## config.mk

```make
export PLATFORM = sky130hd
export DESIGN_NAME = id_ex_stage_flat
export DESIGN_NICKNAME = d
export VERILOG_FILES = /design/src/rtl/cpu_pkg.sv /design/src/rtl/id_ex_stage_if.sv /design/src/rtl/hazard_detect.sv /design/src/rtl/id_ex_stage.sv /design/src/flat_wrapper.sv
export SDC_FILE = /design/constraint.sdc
export NUM_CORES = 1
export LEC_CHECK = 0
export BUFFER_PORTS_ARGS = -buffer_cell sky130_fd_sc_hd__buf_4
export CORE_AREA = 5 5 150 152
export DETAILED_ROUTE_END_ITERATION = 10
export DIE_AREA = 0 0 155 157
export HOLD_SLACK_MARGIN = 0.06
export PLACE_DENSITY = 0.72
export SLEW_MARGIN = 20
export SYNTH_ARGS = -nofsm -noshare
export SYNTH_HDL_FRONTEND = slang
export SYNTH_SLANG_ARGS = --single-unit
```

## constraint.sdc

```tcl
create_clock -name clk -period 2.4 [get_ports clk]
set_input_delay 0.6 -clock clk [delete_from_list [all_inputs] [get_ports clk]]
set_output_delay 0.6 -clock clk [all_outputs]
set_load 0.02 [all_outputs]
```

## src/rtl/cpu_pkg.sv

```systemverilog
// Shared CPU definitions: ALU operation codes as produced by the decode control
// unit, the link register index, and the all-zero control bundle used as a bubble.
package cpu_pkg;

  localparam logic [4:0] ALU_ADD = 5'd0;
  localparam logic [4:0] ALU_SUB = 5'd1;
  localparam logic [4:0] ALU_AND = 5'd2;
  localparam logic [4:0] ALU_OR  = 5'd3;
  localparam logic [4:0] ALU_XOR = 5'd4;
  localparam logic [4:0] ALU_NOR = 5'd5;
  localparam logic [4:0] ALU_SLT = 5'd6;
  localparam logic [4:0] ALU_SLL = 5'd7;
  localparam logic [4:0] ALU_SRL = 5'd8;
  localparam logic [4:0] ALU_SRA = 5'd9;
  localparam logic [4:0] ALU_LUI = 5'd10;

  // Link register written by JAL
  localparam int REG_RA = 31;

  // Control bits that travel from ID into EX
  typedef struct packed {
    logic       reg_write;
    logic       mem_to_reg;
    logic       mem_write;
    logic       alu_src;
    logic       is_shift;
    logic       is_jal;
    logic [4:0] alu_control;
  } ctrl_t;

  localparam ctrl_t CTRL_BUBBLE = '0;

endpackage

```

## src/rtl/id_ex_stage_if.sv

```systemverilog
// ID-to-EX pipeline bus: decoded ID instruction and pipeline controls in,
// registered EX bundle and stall request out.
interface id_ex_stage_if #(
  parameter int DATA_W = 32,
  parameter int RA_W   = 5
);

  logic              id_valid;
  logic              id_reg_write;
  logic              id_mem_to_reg;
  logic              id_mem_write;
  logic              id_alu_src;
  logic              id_reg_dst_rt;
  logic              id_is_shift;
  logic              id_is_jal;
  logic [4:0]        id_alu_control;
  logic              id_is_branch;
  logic              id_uses_rs;
  logic              id_uses_rt;
  logic [RA_W-1:0]   id_rs;
  logic [RA_W-1:0]   id_rt;
  logic [RA_W-1:0]   id_rd;
  logic [4:0]        id_shamt;
  logic [DATA_W-1:0] id_rs_data;
  logic [DATA_W-1:0] id_rt_data;
  logic [DATA_W-1:0] id_imm;
  logic [DATA_W-1:0] id_pc_plus4;
  logic              hold;
  logic              flush;

  logic              stall;
  logic              ex_valid;
  logic              ex_reg_write;
  logic              ex_mem_to_reg;
  logic              ex_mem_write;
  logic              ex_alu_src;
  logic              ex_is_shift;
  logic              ex_is_jal;
  logic [4:0]        ex_alu_control;
  logic [RA_W-1:0]   ex_rs;
  logic [RA_W-1:0]   ex_rt;
  logic [RA_W-1:0]   ex_write_reg;
  logic [4:0]        ex_shamt;
  logic [DATA_W-1:0] ex_rs_data;
  logic [DATA_W-1:0] ex_rt_data;
  logic [DATA_W-1:0] ex_imm;
  logic [DATA_W-1:0] ex_pc_plus4;

  modport master (
    output id_valid, id_reg_write, id_mem_to_reg, id_mem_write, id_alu_src,
           id_reg_dst_rt, id_is_shift, id_is_jal, id_alu_control, id_is_branch,
           id_uses_rs, id_uses_rt, id_rs, id_rt, id_rd, id_shamt, id_rs_data,
           id_rt_data, id_imm, id_pc_plus4, hold, flush,
    input  stall, ex_valid, ex_reg_write, ex_mem_to_reg, ex_mem_write,
           ex_alu_src, ex_is_shift, ex_is_jal, ex_alu_control, ex_rs, ex_rt,
           ex_write_reg, ex_shamt, ex_rs_data, ex_rt_data, ex_imm, ex_pc_plus4
  );

  modport slave (
    input  id_valid, id_reg_write, id_mem_to_reg, id_mem_write, id_alu_src,
           id_reg_dst_rt, id_is_shift, id_is_jal, id_alu_control, id_is_branch,
           id_uses_rs, id_uses_rt, id_rs, id_rt, id_rd, id_shamt, id_rs_data,
           id_rt_data, id_imm, id_pc_plus4, hold, flush,
    output stall, ex_valid, ex_reg_write, ex_mem_to_reg, ex_mem_write,
           ex_alu_src, ex_is_shift, ex_is_jal, ex_alu_control, ex_rs, ex_rt,
           ex_write_reg, ex_shamt, ex_rs_data, ex_rt_data, ex_imm, ex_pc_plus4
  );

endinterface

```

## src/rtl/hazard_detect.sv

```systemverilog
// Combinational hazard check of the ID instruction against the instruction
// currently in EX: load-use and branch-in-ID operand dependencies.
module hazard_detect #(
  parameter int RA_W = 5
) (
  input  logic            rst,
  input  logic            id_valid,
  input  logic            flush,
  input  logic            id_uses_rs,
  input  logic            id_uses_rt,
  input  logic [RA_W-1:0] id_rs,
  input  logic [RA_W-1:0] id_rt,
  input  logic            id_is_branch,
  input  logic            ex_valid,
  input  logic            ex_reg_write,
  input  logic            ex_mem_to_reg,
  input  logic [RA_W-1:0] ex_write_reg,
  output logic            stall
);

  logic dep_rs;
  logic dep_rt;
  logic dep;
  logic load_use;
  logic branch_dep;

  // Register 0 is hardwired, so it never creates a dependency; a flush
  // discards the ID instruction and therefore overrides any hazard.
  always_comb begin
    dep_rs     = id_uses_rs && (id_rs != '0) && (id_rs == ex_write_reg);
    dep_rt     = id_uses_rt && (id_rt != '0) && (id_rt == ex_write_reg);
    dep        = ex_valid && ex_reg_write && (dep_rs || dep_rt);
    load_use   = dep && ex_mem_to_reg;
    branch_dep = dep && id_is_branch;
    stall      = !rst && id_valid && !flush && (load_use || branch_dep);
  end

endmodule

```

## src/rtl/id_ex_stage.sv

```systemverilog
// ID/EX pipeline register with hazard stall, bubble injection, external hold
// and flush, plus stall/bubble performance counters.
// Limit: a load followed by a branch that reads the loaded register stalls
// here for one cycle only (load_use). The second cycle must come from the
// MEM-stage hazard path outside this block, because the bubble now in EX
// no longer matches the branch operand.
module id_ex_stage
  import cpu_pkg::*;
#(
  parameter int DATA_W = 32,
  parameter int RA_W   = 5,
  parameter int CNT_W  = 32
) (
  input  logic             clk,
  input  logic             reset,
  id_ex_stage_if.slave     bus,
  output logic [CNT_W-1:0] stall_cycles,
  output logic [CNT_W-1:0] bubble_count
);

  logic              stall;
  logic              load_bubble;

  logic              valid_q,    valid_d;
  ctrl_t             ctrl_q,     ctrl_d;
  logic [RA_W-1:0]   rs_q,       rs_d;
  logic [RA_W-1:0]   rt_q,       rt_d;
  logic [RA_W-1:0]   wr_q,       wr_d;
  logic [4:0]        shamt_q,    shamt_d;
  logic [DATA_W-1:0] rs_data_q,  rs_data_d;
  logic [DATA_W-1:0] rt_data_q,  rt_data_d;
  logic [DATA_W-1:0] imm_q,      imm_d;
  logic [DATA_W-1:0] pc4_q,      pc4_d;
  logic [CNT_W-1:0]  stall_cnt_q, stall_cnt_d;
  logic [CNT_W-1:0]  bubble_cnt_q, bubble_cnt_d;

  function automatic logic [RA_W-1:0] sel_write_reg(
    input logic            is_jal,
    input logic            reg_dst_rt,
    input logic [RA_W-1:0] rt,
    input logic [RA_W-1:0] rd
  );
    if (is_jal)          return RA_W'(REG_RA);
    else if (reg_dst_rt) return rt;
    else                 return rd;
  endfunction

  hazard_detect #(.RA_W(RA_W)) u_hazard (
    .rst          (reset),
    .id_valid     (bus.id_valid),
    .flush        (bus.flush),
    .id_uses_rs   (bus.id_uses_rs),
    .id_uses_rt   (bus.id_uses_rt),
    .id_rs        (bus.id_rs),
    .id_rt        (bus.id_rt),
    .id_is_branch (bus.id_is_branch),
    .ex_valid     (valid_q),
    .ex_reg_write (ctrl_q.reg_write),
    .ex_mem_to_reg(ctrl_q.mem_to_reg),
    .ex_write_reg (wr_q),
    .stall        (stall)
  );

  // Next-state: hold freezes everything; otherwise load a bubble or capture ID
  always_comb begin
    valid_d      = valid_q;
    ctrl_d       = ctrl_q;
    rs_d         = rs_q;
    rt_d         = rt_q;
    wr_d         = wr_q;
    shamt_d      = shamt_q;
    rs_data_d    = rs_data_q;
    rt_data_d    = rt_data_q;
    imm_d        = imm_q;
    pc4_d        = pc4_q;
    stall_cnt_d  = stall_cnt_q;
    bubble_cnt_d = bubble_cnt_q;
    load_bubble  = bus.flush || stall || !bus.id_valid;

    if (!bus.hold) begin
      if (load_bubble) begin
        valid_d      = 1'b0;
        ctrl_d       = CTRL_BUBBLE;
        rs_d         = '0;
        rt_d         = '0;
        wr_d         = '0;
        shamt_d      = '0;
        rs_data_d    = '0;
        rt_data_d    = '0;
        imm_d        = '0;
        pc4_d        = '0;
        bubble_cnt_d = bubble_cnt_q + 1'b1;
      end else begin
        valid_d               = 1'b1;
        ctrl_d.reg_write      = bus.id_reg_write;
        ctrl_d.mem_to_reg     = bus.id_mem_to_reg;
        ctrl_d.mem_write      = bus.id_mem_write;
        ctrl_d.alu_src        = bus.id_alu_src;
        ctrl_d.is_shift       = bus.id_is_shift;
        ctrl_d.is_jal         = bus.id_is_jal;
        ctrl_d.alu_control    = bus.id_alu_control;
        rs_d                  = bus.id_rs;
        rt_d                  = bus.id_rt;
        wr_d                  = sel_write_reg(bus.id_is_jal, bus.id_reg_dst_rt,
                                              bus.id_rt, bus.id_rd);
        shamt_d               = bus.id_shamt;
        rs_data_d             = bus.id_rs_data;
        rt_data_d             = bus.id_rt_data;
        imm_d                 = bus.id_imm;
        pc4_d                 = bus.id_pc_plus4;
      end
      if (stall) stall_cnt_d = stall_cnt_q + 1'b1;
    end
  end

  // State register; reset yields a bubble and clears the counters
  always_ff @(posedge clk) begin
    if (reset) begin
      valid_q      <= 1'b0;
      ctrl_q       <= CTRL_BUBBLE;
      rs_q         <= '0;
      rt_q         <= '0;
      wr_q         <= '0;
      shamt_q      <= '0;
      rs_data_q    <= '0;
      rt_data_q    <= '0;
      imm_q        <= '0;
      pc4_q        <= '0;
      stall_cnt_q  <= '0;
      bubble_cnt_q <= '0;
    end else begin
      valid_q      <= valid_d;
      ctrl_q       <= ctrl_d;
      rs_q         <= rs_d;
      rt_q         <= rt_d;
      wr_q         <= wr_d;
      shamt_q      <= shamt_d;
      rs_data_q    <= rs_data_d;
      rt_data_q    <= rt_data_d;
      imm_q        <= imm_d;
      pc4_q        <= pc4_d;
      stall_cnt_q  <= stall_cnt_d;
      bubble_cnt_q <= bubble_cnt_d;
    end
  end

  assign bus.stall          = stall;
  assign bus.ex_valid       = valid_q;
  assign bus.ex_reg_write   = ctrl_q.reg_write;
  assign bus.ex_mem_to_reg  = ctrl_q.mem_to_reg;
  assign bus.ex_mem_write   = ctrl_q.mem_write;
  assign bus.ex_alu_src     = ctrl_q.alu_src;
  assign bus.ex_is_shift    = ctrl_q.is_shift;
  assign bus.ex_is_jal      = ctrl_q.is_jal;
  assign bus.ex_alu_control = ctrl_q.alu_control;
  assign bus.ex_rs          = rs_q;
  assign bus.ex_rt          = rt_q;
  assign bus.ex_write_reg   = wr_q;
  assign bus.ex_shamt       = shamt_q;
  assign bus.ex_rs_data     = rs_data_q;
  assign bus.ex_rt_data     = rt_data_q;
  assign bus.ex_imm         = imm_q;
  assign bus.ex_pc_plus4    = pc4_q;
  assign stall_cycles       = stall_cnt_q;
  assign bubble_count       = bubble_cnt_q;

endmodule

```

## src/flat_wrapper.sv

```systemverilog
// flat-port wrapper written by rule: the top's interface ports become plain ports
module id_ex_stage_flat import cpu_pkg::*;
#(
  parameter int DATA_W = 32,
  parameter int RA_W   = 5,
  parameter int CNT_W  = 32
)
  (clk, reset, stall_cycles, bubble_count, bus_id_valid, bus_id_reg_write, bus_id_mem_to_reg, bus_id_mem_write, bus_id_alu_src, bus_id_reg_dst_rt, bus_id_is_shift, bus_id_is_jal, bus_id_alu_control, bus_id_is_branch, bus_id_uses_rs, bus_id_uses_rt, bus_id_rs, bus_id_rt, bus_id_rd, bus_id_shamt, bus_id_rs_data, bus_id_rt_data, bus_id_imm, bus_id_pc_plus4, bus_hold, bus_flush, bus_stall, bus_ex_valid, bus_ex_reg_write, bus_ex_mem_to_reg, bus_ex_mem_write, bus_ex_alu_src, bus_ex_is_shift, bus_ex_is_jal, bus_ex_alu_control, bus_ex_rs, bus_ex_rt, bus_ex_write_reg, bus_ex_shamt, bus_ex_rs_data, bus_ex_rt_data, bus_ex_imm, bus_ex_pc_plus4);
  id_ex_stage_if #(.DATA_W(DATA_W), .RA_W(RA_W)) bus_i ();
  input  logic clk;
  input  logic reset;
  output logic [CNT_W-1:0] stall_cycles;
  output logic [CNT_W-1:0] bubble_count;
  input wire logic [$bits(bus_i.id_valid)-1:0] bus_id_valid;
  input wire logic [$bits(bus_i.id_reg_write)-1:0] bus_id_reg_write;
  input wire logic [$bits(bus_i.id_mem_to_reg)-1:0] bus_id_mem_to_reg;
  input wire logic [$bits(bus_i.id_mem_write)-1:0] bus_id_mem_write;
  input wire logic [$bits(bus_i.id_alu_src)-1:0] bus_id_alu_src;
  input wire logic [$bits(bus_i.id_reg_dst_rt)-1:0] bus_id_reg_dst_rt;
  input wire logic [$bits(bus_i.id_is_shift)-1:0] bus_id_is_shift;
  input wire logic [$bits(bus_i.id_is_jal)-1:0] bus_id_is_jal;
  input wire logic [$bits(bus_i.id_alu_control)-1:0] bus_id_alu_control;
  input wire logic [$bits(bus_i.id_is_branch)-1:0] bus_id_is_branch;
  input wire logic [$bits(bus_i.id_uses_rs)-1:0] bus_id_uses_rs;
  input wire logic [$bits(bus_i.id_uses_rt)-1:0] bus_id_uses_rt;
  input wire logic [$bits(bus_i.id_rs)-1:0] bus_id_rs;
  input wire logic [$bits(bus_i.id_rt)-1:0] bus_id_rt;
  input wire logic [$bits(bus_i.id_rd)-1:0] bus_id_rd;
  input wire logic [$bits(bus_i.id_shamt)-1:0] bus_id_shamt;
  input wire logic [$bits(bus_i.id_rs_data)-1:0] bus_id_rs_data;
  input wire logic [$bits(bus_i.id_rt_data)-1:0] bus_id_rt_data;
  input wire logic [$bits(bus_i.id_imm)-1:0] bus_id_imm;
  input wire logic [$bits(bus_i.id_pc_plus4)-1:0] bus_id_pc_plus4;
  input wire logic [$bits(bus_i.hold)-1:0] bus_hold;
  input wire logic [$bits(bus_i.flush)-1:0] bus_flush;
  output wire logic [$bits(bus_i.stall)-1:0] bus_stall;
  output wire logic [$bits(bus_i.ex_valid)-1:0] bus_ex_valid;
  output wire logic [$bits(bus_i.ex_reg_write)-1:0] bus_ex_reg_write;
  output wire logic [$bits(bus_i.ex_mem_to_reg)-1:0] bus_ex_mem_to_reg;
  output wire logic [$bits(bus_i.ex_mem_write)-1:0] bus_ex_mem_write;
  output wire logic [$bits(bus_i.ex_alu_src)-1:0] bus_ex_alu_src;
  output wire logic [$bits(bus_i.ex_is_shift)-1:0] bus_ex_is_shift;
  output wire logic [$bits(bus_i.ex_is_jal)-1:0] bus_ex_is_jal;
  output wire logic [$bits(bus_i.ex_alu_control)-1:0] bus_ex_alu_control;
  output wire logic [$bits(bus_i.ex_rs)-1:0] bus_ex_rs;
  output wire logic [$bits(bus_i.ex_rt)-1:0] bus_ex_rt;
  output wire logic [$bits(bus_i.ex_write_reg)-1:0] bus_ex_write_reg;
  output wire logic [$bits(bus_i.ex_shamt)-1:0] bus_ex_shamt;
  output wire logic [$bits(bus_i.ex_rs_data)-1:0] bus_ex_rs_data;
  output wire logic [$bits(bus_i.ex_rt_data)-1:0] bus_ex_rt_data;
  output wire logic [$bits(bus_i.ex_imm)-1:0] bus_ex_imm;
  output wire logic [$bits(bus_i.ex_pc_plus4)-1:0] bus_ex_pc_plus4;
  assign bus_i.id_valid = bus_id_valid;
  assign bus_i.id_reg_write = bus_id_reg_write;
  assign bus_i.id_mem_to_reg = bus_id_mem_to_reg;
  assign bus_i.id_mem_write = bus_id_mem_write;
  assign bus_i.id_alu_src = bus_id_alu_src;
  assign bus_i.id_reg_dst_rt = bus_id_reg_dst_rt;
  assign bus_i.id_is_shift = bus_id_is_shift;
  assign bus_i.id_is_jal = bus_id_is_jal;
  assign bus_i.id_alu_control = bus_id_alu_control;
  assign bus_i.id_is_branch = bus_id_is_branch;
  assign bus_i.id_uses_rs = bus_id_uses_rs;
  assign bus_i.id_uses_rt = bus_id_uses_rt;
  assign bus_i.id_rs = bus_id_rs;
  assign bus_i.id_rt = bus_id_rt;
  assign bus_i.id_rd = bus_id_rd;
  assign bus_i.id_shamt = bus_id_shamt;
  assign bus_i.id_rs_data = bus_id_rs_data;
  assign bus_i.id_rt_data = bus_id_rt_data;
  assign bus_i.id_imm = bus_id_imm;
  assign bus_i.id_pc_plus4 = bus_id_pc_plus4;
  assign bus_i.hold = bus_hold;
  assign bus_i.flush = bus_flush;
  assign bus_stall = bus_i.stall;
  assign bus_ex_valid = bus_i.ex_valid;
  assign bus_ex_reg_write = bus_i.ex_reg_write;
  assign bus_ex_mem_to_reg = bus_i.ex_mem_to_reg;
  assign bus_ex_mem_write = bus_i.ex_mem_write;
  assign bus_ex_alu_src = bus_i.ex_alu_src;
  assign bus_ex_is_shift = bus_i.ex_is_shift;
  assign bus_ex_is_jal = bus_i.ex_is_jal;
  assign bus_ex_alu_control = bus_i.ex_alu_control;
  assign bus_ex_rs = bus_i.ex_rs;
  assign bus_ex_rt = bus_i.ex_rt;
  assign bus_ex_write_reg = bus_i.ex_write_reg;
  assign bus_ex_shamt = bus_i.ex_shamt;
  assign bus_ex_rs_data = bus_i.ex_rs_data;
  assign bus_ex_rt_data = bus_i.ex_rt_data;
  assign bus_ex_imm = bus_i.ex_imm;
  assign bus_ex_pc_plus4 = bus_i.ex_pc_plus4;
  id_ex_stage #(.DATA_W(DATA_W), .RA_W(RA_W), .CNT_W(CNT_W)) u_core (.clk(clk), .reset(reset), .bus(bus_i), .stall_cycles(stall_cycles), .bubble_count(bubble_count));
endmodule
```

==> results of run 1 <==
per-layer routing:
metal | GRT usage | wire length [microns]
met5 | 0 | 0
met4 | 0.0845 | 1100
met3 | 0.0533 | 2300
met2 | 0.380 | 14500
met1 | 0.270 | 12000
placed cells by master, fill, tap and decap left out, types with 15 or more instances in the layout:
master     instances
xor2_1            33
a21oi_1           33
dfxtp_1          222
a22o_1           154
buf_4            439
o21ai_0           35
clkbuf_16         35
nand2_1           20
o211ai_1          15
nor2_1            40
or3_1             24
layout make-up:
| cell class | count | area share |
|---|---|---|
| Sequential cell | 224 | 0.343 |
| Timing Repair Buffer | 470 | 0.302 |
| Multi-Input combinational cell | 472 | 0.266 |
| Clock buffer | 33 | 0.0523 |
| Tap cell | 275 | 0.0263 |
| Clock inverter | 9 | 0.00813 |
| Inverter | 10 | 0.00287 |
through the flow:
| stage | TNS [ns] | worst slack, ns | cell area (sq um) | hold WS [ns] |
|---|---|---|---|---|
| 2_1_floorplan | -0.0462 | -0.0462 | 8180 | 0.545 |
| 3_3_place_gp | -40.83 | -0.284 | 11700 | 0.457 |
| 3_5_place_dp | -52.16 | -0.337 | 11700 | 0.456 |
| 4_1_cts | -5.41 | -0.333 | 12700 | 0.269 |
| 5_1_grt | -26.06 | -0.399 | 13100 | 0.269 |
| 6_report | -9.56 | -0.324 | 13100 | 0.294 |
path summary, 6_finish.rpt:
| kind | from | to | slack, ns | depth (start not counted) |
|---|---|---|---|---|
| worst max-delay path | u_core.bus.ex_write_reg[3] | bus_stall | -0.32 | 7 |
| worst min-delay path | bus_id_imm[28] | u_core.bus.ex_imm[28] | 0.29 | 2 |
| worst max register to register | u_core.bus.ex_write_reg[3] | u_core.bus.ex_rs_data[5] | -0.12 | 11 |
| worst min register to register | u_core.bus.ex_imm[12] | u_core.bus.ex_imm[12] | 0.47 | 1 |
logic make-up after synthesis:
logic type,synth area share
and+or+nand+nor,0.107
adders and majority gates,0.00307
DFF,0.549
AOI/OAI and AO/OA,0.247
muxes,0.00935
xor gates and xnor gates,0.0451
buffers and inverters,0.0397
report_power, final:
part | switching [mW] | internal (mW) | leakage, nW
registers | 0.0445 | 3.79 | 1.81
logic | 0.345 | 0.408 | 3.60
clock network | 1.48 | 2.20 | 0.395
total | 1.87 | 6.40 | 5.81
timing repair:
action	4_1_cts	5_1_grt
cloned	2	13
pin swaps	81	50
hold buffers	0	0
resized for setup	12	23
buffers inserted	4	1
endpoints found under the setup margin	15	180
==> impl_metrics.ini, run 1 <==
[synthesis]
ys_top_cells_by_area = dfxtp_1 (55%), a22o_1 (17%), xor2_1 (3.5%)
syn_nets = 932
syn-cell-area_sq_um = 8160
synthCells = 762
synth_edf_count = 0
yosys_warnings = 0
avgSynthCellArea_sq_um = 10.7
synth_top_cell_area_share = 0.549
synthFlopType = dfxtp_1
yosys.cell_types.count = 43
netlist_top_cells_count = dfxtp_1 (224), a22o_1 (154), nor2_1 (40)
yosysMostFrequentCell = dfxtp_1
synth-async-reset-ratio = 0
ys_seq_area_frac = 0.549
yosysTopAreaCell = dfxtp_1
synth.ff_latch_count = 224

[power_and_ir_drop]
p_leak_nw = 5.81
total_power_mw = 8.27
power_density_nw_per_um2 = 632
ir_drop_v = 0.000399

[timing]
drv_slew = 0
finalHoldViolCount = 0
worst_slack_ns = -0.324
worst_pin_slew_ns = 0.812
fin_crit_ns = 2.72
fmax_mhz = 367
slew_headroom = 0.459
rsz0062_at_grt = yes
setup_viol = 134
skew_ns = 0.0193
finalCritPeriodShare = 1.13

[grt]
grt-ovfl-total = 0
grt_usage = 0.222
grt_pass1_vias = 7825
grt_first_pass_wirelength_mm = 43.5
grt_max_degree = 155
antenna_found_initial = 0

[route]
first_iter_violations = 397
viasPerCell = 5.25
post_drt_wl_per_cell_microns = 20.0
drtAntennaViolNets = 0
num_vias = 7837
first_pass_iters = 5
drc = 0
drt-total-wl_mm = 29.8

[critical_path]
crit_family = simple AND/OR/NAND/NOR gates
cp_num_buf_inv = 3
start_kind = flip-flop
cp-end-kind = output pin
worstPathMaxFanout = 2
slowest_delay_ns = 0.56
cp_data_arrival_time_ns = 2.12
required_ns = 1.80
cpMaxStageDelayCell = or4_4
crit_top_cell = buf_6
cp_cell_sequence = or4_4 > a21oi_4 > buf_6 > buf_6 > nor3_4 > o21a_1 > buf_6
path_class = reg -> out

[outcome]
status = finished, violations left
violations = negative setup slack

[clock_network]
clock_latency_ns = 0.52
cts.reportedPaths.clkPinSlew_ns = 0.06
htree_levels = 1
cts_tree = done
cts_root_buf = clkbuf_16
cts_num_sinks = 224
cts_inserted_buffers = 24
clockBufferDepth = 3

[layout]
ff_latch_area_sq_um = 4490
syn_to_final_growth_pct = 60.2
utilization = 0.626
multiInputGateArea_sq_um = 3470
diodes = 0
final_cells = 1493
fill_cells = 1681
fin_nets = 1372
drive_above_1_share = 0.443

[die]
core_area_sq_um = 20900
io_pins = 393
start_util = 0.391
die_w_microns = 155
dieHeight_microns = 157
fp-row-count = 53
fp.dieArea_sq_um = 24300

[placed_design]
gp_congestion = 0.865
place_hpwl_mm = 21.3
dpl.cell_count = 1431
io_buffers = 392

[flow_run]
cap_violations = 0

[hold_path]
hp-class = in -> reg
No activity file was read; power rests on OpenSTA's default activity.
==> run 2, diff against run 1 <==
--- a/config.mk
+++ b/config.mk
@@ -6,11 +6,11 @@
 export NUM_CORES = 1
 export LEC_CHECK = 0
 export BUFFER_PORTS_ARGS = -buffer_cell sky130_fd_sc_hd__buf_4
-export CORE_AREA = 5 5 150 152
+export CORE_AREA = 5 5 157 159
 export DETAILED_ROUTE_END_ITERATION = 10
-export DIE_AREA = 0 0 155 157
+export DIE_AREA = 0 0 162 164
 export HOLD_SLACK_MARGIN = 0.06
-export PLACE_DENSITY = 0.72
+export PLACE_DENSITY = 0.67
 export SLEW_MARGIN = 20
 export SYNTH_ARGS = -nofsm -noshare
 export SYNTH_HDL_FRONTEND = slang
==> run 2 against run 1 <==
Against the previous run:
- the flow still finishes with violations (negative setup slack)
- critical path type unchanged
- final area is 0.98% lower
- maximum frequency is 5.7% higher
- worst hold slack worse by 0.0033 ns
- clock power is 1% higher
==> impl_metrics.ini, run 2 (same netlist as run 1, synthesis figures left out) <==
[route]
viasPerCell = 5.06
first_iter_violations = 452
drc = 0
drtAntennaViolNets = 0
first_pass_iters = 4
post_drt_wl_per_cell_microns = 19.4
num_vias = 7613
drt-total-wl_mm = 29.2

[clock_network]
cts_num_sinks = 224
cts.reportedPaths.clkPinSlew_ns = 0.06
htree_levels = 1
clock_latency_ns = 0.52
cts_inserted_buffers = 25
cts_tree = done
cts_root_buf = clkbuf_16
clockBufferDepth = 3

[layout]
syn_to_final_growth_pct = 58.7
diodes = 0
final_cells = 1506
utilization = 0.560
drive_above_1_share = 0.448
fill_cells = 2070
final_cell_mix = buf_4 (448), dfxtp_1 (221), a22o_1 (154)
fin_nets = 1368
layout_commonest_cell = buf_4

[critical_path]
worstPathMaxFanout = 2
rrSetupSlack_ns = -0.08
start_kind = flip-flop
required_ns = 1.80
cpMaxStageDelayCell = or4_4
rr_endpoint = u_core.bus.ex_pc_plus4[20]
path_class = reg -> out
cp-end-kind = output pin
reg2reg_depth = 10
cp_num_buf_inv = 1
cp_cell_sequence = or4_4 > a21oi_4 > nor3_4 > o21a_1 > buf_6
r2r-start = u_core.bus.ex_write_reg[1]
slowest_delay_ns = 0.55
crit_family = simple AND/OR/NAND/NOR gates
cp_data_arrival_time_ns = 1.98

[timing]
slew_headroom = 0.448
setup_viol = 130
rsz0062_at_grt = yes
fin_crit_ns = 2.58
finalCritPeriodShare = 1.07
holdWs_ns = 0.291
worst_slack_ns = -0.178
drv_slew = 0
skew_ns = 0.0141
finalHoldViolCount = 0
worst_pin_slew_ns = 0.828
fmax_mhz = 388

[die]
io_pins = 393
fp.dieArea_sq_um = 26600
dieHeight_microns = 164
fp-row-count = 56
start_util = 0.353
core_area_sq_um = 23100
die_w_microns = 162

[outcome]
status = finished, violations left
violations = negative setup slack

[flow_run]
cap_violations = 0

[power_and_ir_drop]
ir_drop_v = 0.000469
power_density_nw_per_um2 = 640
p_leak_nw = 5.71
total_power_mw = 8.29

[hold_path]
hold_path_end = u_core.bus.ex_rs_data[2]
min_path_cells = 2
hp-class = in -> reg
min_from = bus_id_rs_data[2]

[placed_design]
dpl.cell_count = 1451
place_hpwl_mm = 21.7
gp_congestion = 0.857
io_buffers = 392

[grt]
grt_first_pass_wirelength_mm = 42.3
grt-ovfl-total = 0
grt_pass1_vias = 7553
antenna_found_initial = 1
grt_usage = 0.198
grt_max_degree = 101
## run 2: cell count changes in the layout (fill, tap and decap cells not counted), moves of 2 or more
cell,delta
nor2_1,-2
o21ai_0,-2
clkbuf_16,-7
buf_4,+9
buf_16,-4
o2111ai_1,-4
clkinvlp_4,+3
o2111ai_4,+5
nor2_2,+2
buf_8,-2
## run 2: where the power goes
part | internal, mW | leakage, nW | switching, mW | total, mW
sequential | 3.79 | 1.81 | 0.0467 | 3.84
combinational | 0.387 | 3.50 | 0.334 | 0.721
clock | 2.18 | 0.392 | 1.55 | 3.73
total | 6.36 | 5.71 | 1.93 | 8.29
## run 2: area by class of cell
type,count,area (sq um),share of cell area
Inverter,10,37.5,0.00290
Timing Repair Buffer,465,3680,0.284
Tap cell,290,363,0.0280
Clock inverter,11,95.1,0.00734
Multi-Input combinational cell,472,3580,0.276
Sequential cell,224,4490,0.347
Clock buffer,34,709,0.0548
## run 2: how the worst max path moves through the flow
stage	start	endpoint	slack, ns	cells past startpoint
2_1_floorplan	bus_flush	u_core.bubble_count[30]	-0.05	7
3_3_place_gp	bus_flush	u_core.bubble_count[28]	-0.27	9
3_5_place_dp	bus_flush	u_core.bubble_count[21]	-0.32	9
4_1_cts	u_core.bus.ex_write_reg[1]	bus_stall	-0.19	5
5_1_grt	u_core.bus.ex_write_reg[1]	bus_stall	-0.24	5
6_report	u_core.bus.ex_write_reg[1]	bus_stall	-0.18	5
## run 2: stage by stage
step,setup WS [ns],cell area [sq um],setup TNS (ns)
after floorplan,-0.0462,8180,-0.0462
after global placement,-0.266,11800,-35.59
after detailed placement,-0.315,11800,-39.99
after CTS,-0.190,12700,-0.190
after global routing,-0.240,12900,-21.84
final,-0.178,12900,-5.71
## run 2: layer usage
layer	track usage	part of all wire	vias up
li1	-	-	3720
met1	0.244	0.40	3559
met2	0.333	0.49	282
met3	0.0600	0.079	50
met4	0.0623	0.028	2
met5	0	0.00045	-
## run 2: timing repair
item                       4_1_cts  5_1_grt
gates resized for setup         13       34
hold buffers                     0        0
setup buffers                    5        4
setup endpoints to repair        7      178
pin swaps                        6       10
gates cloned                     0        3
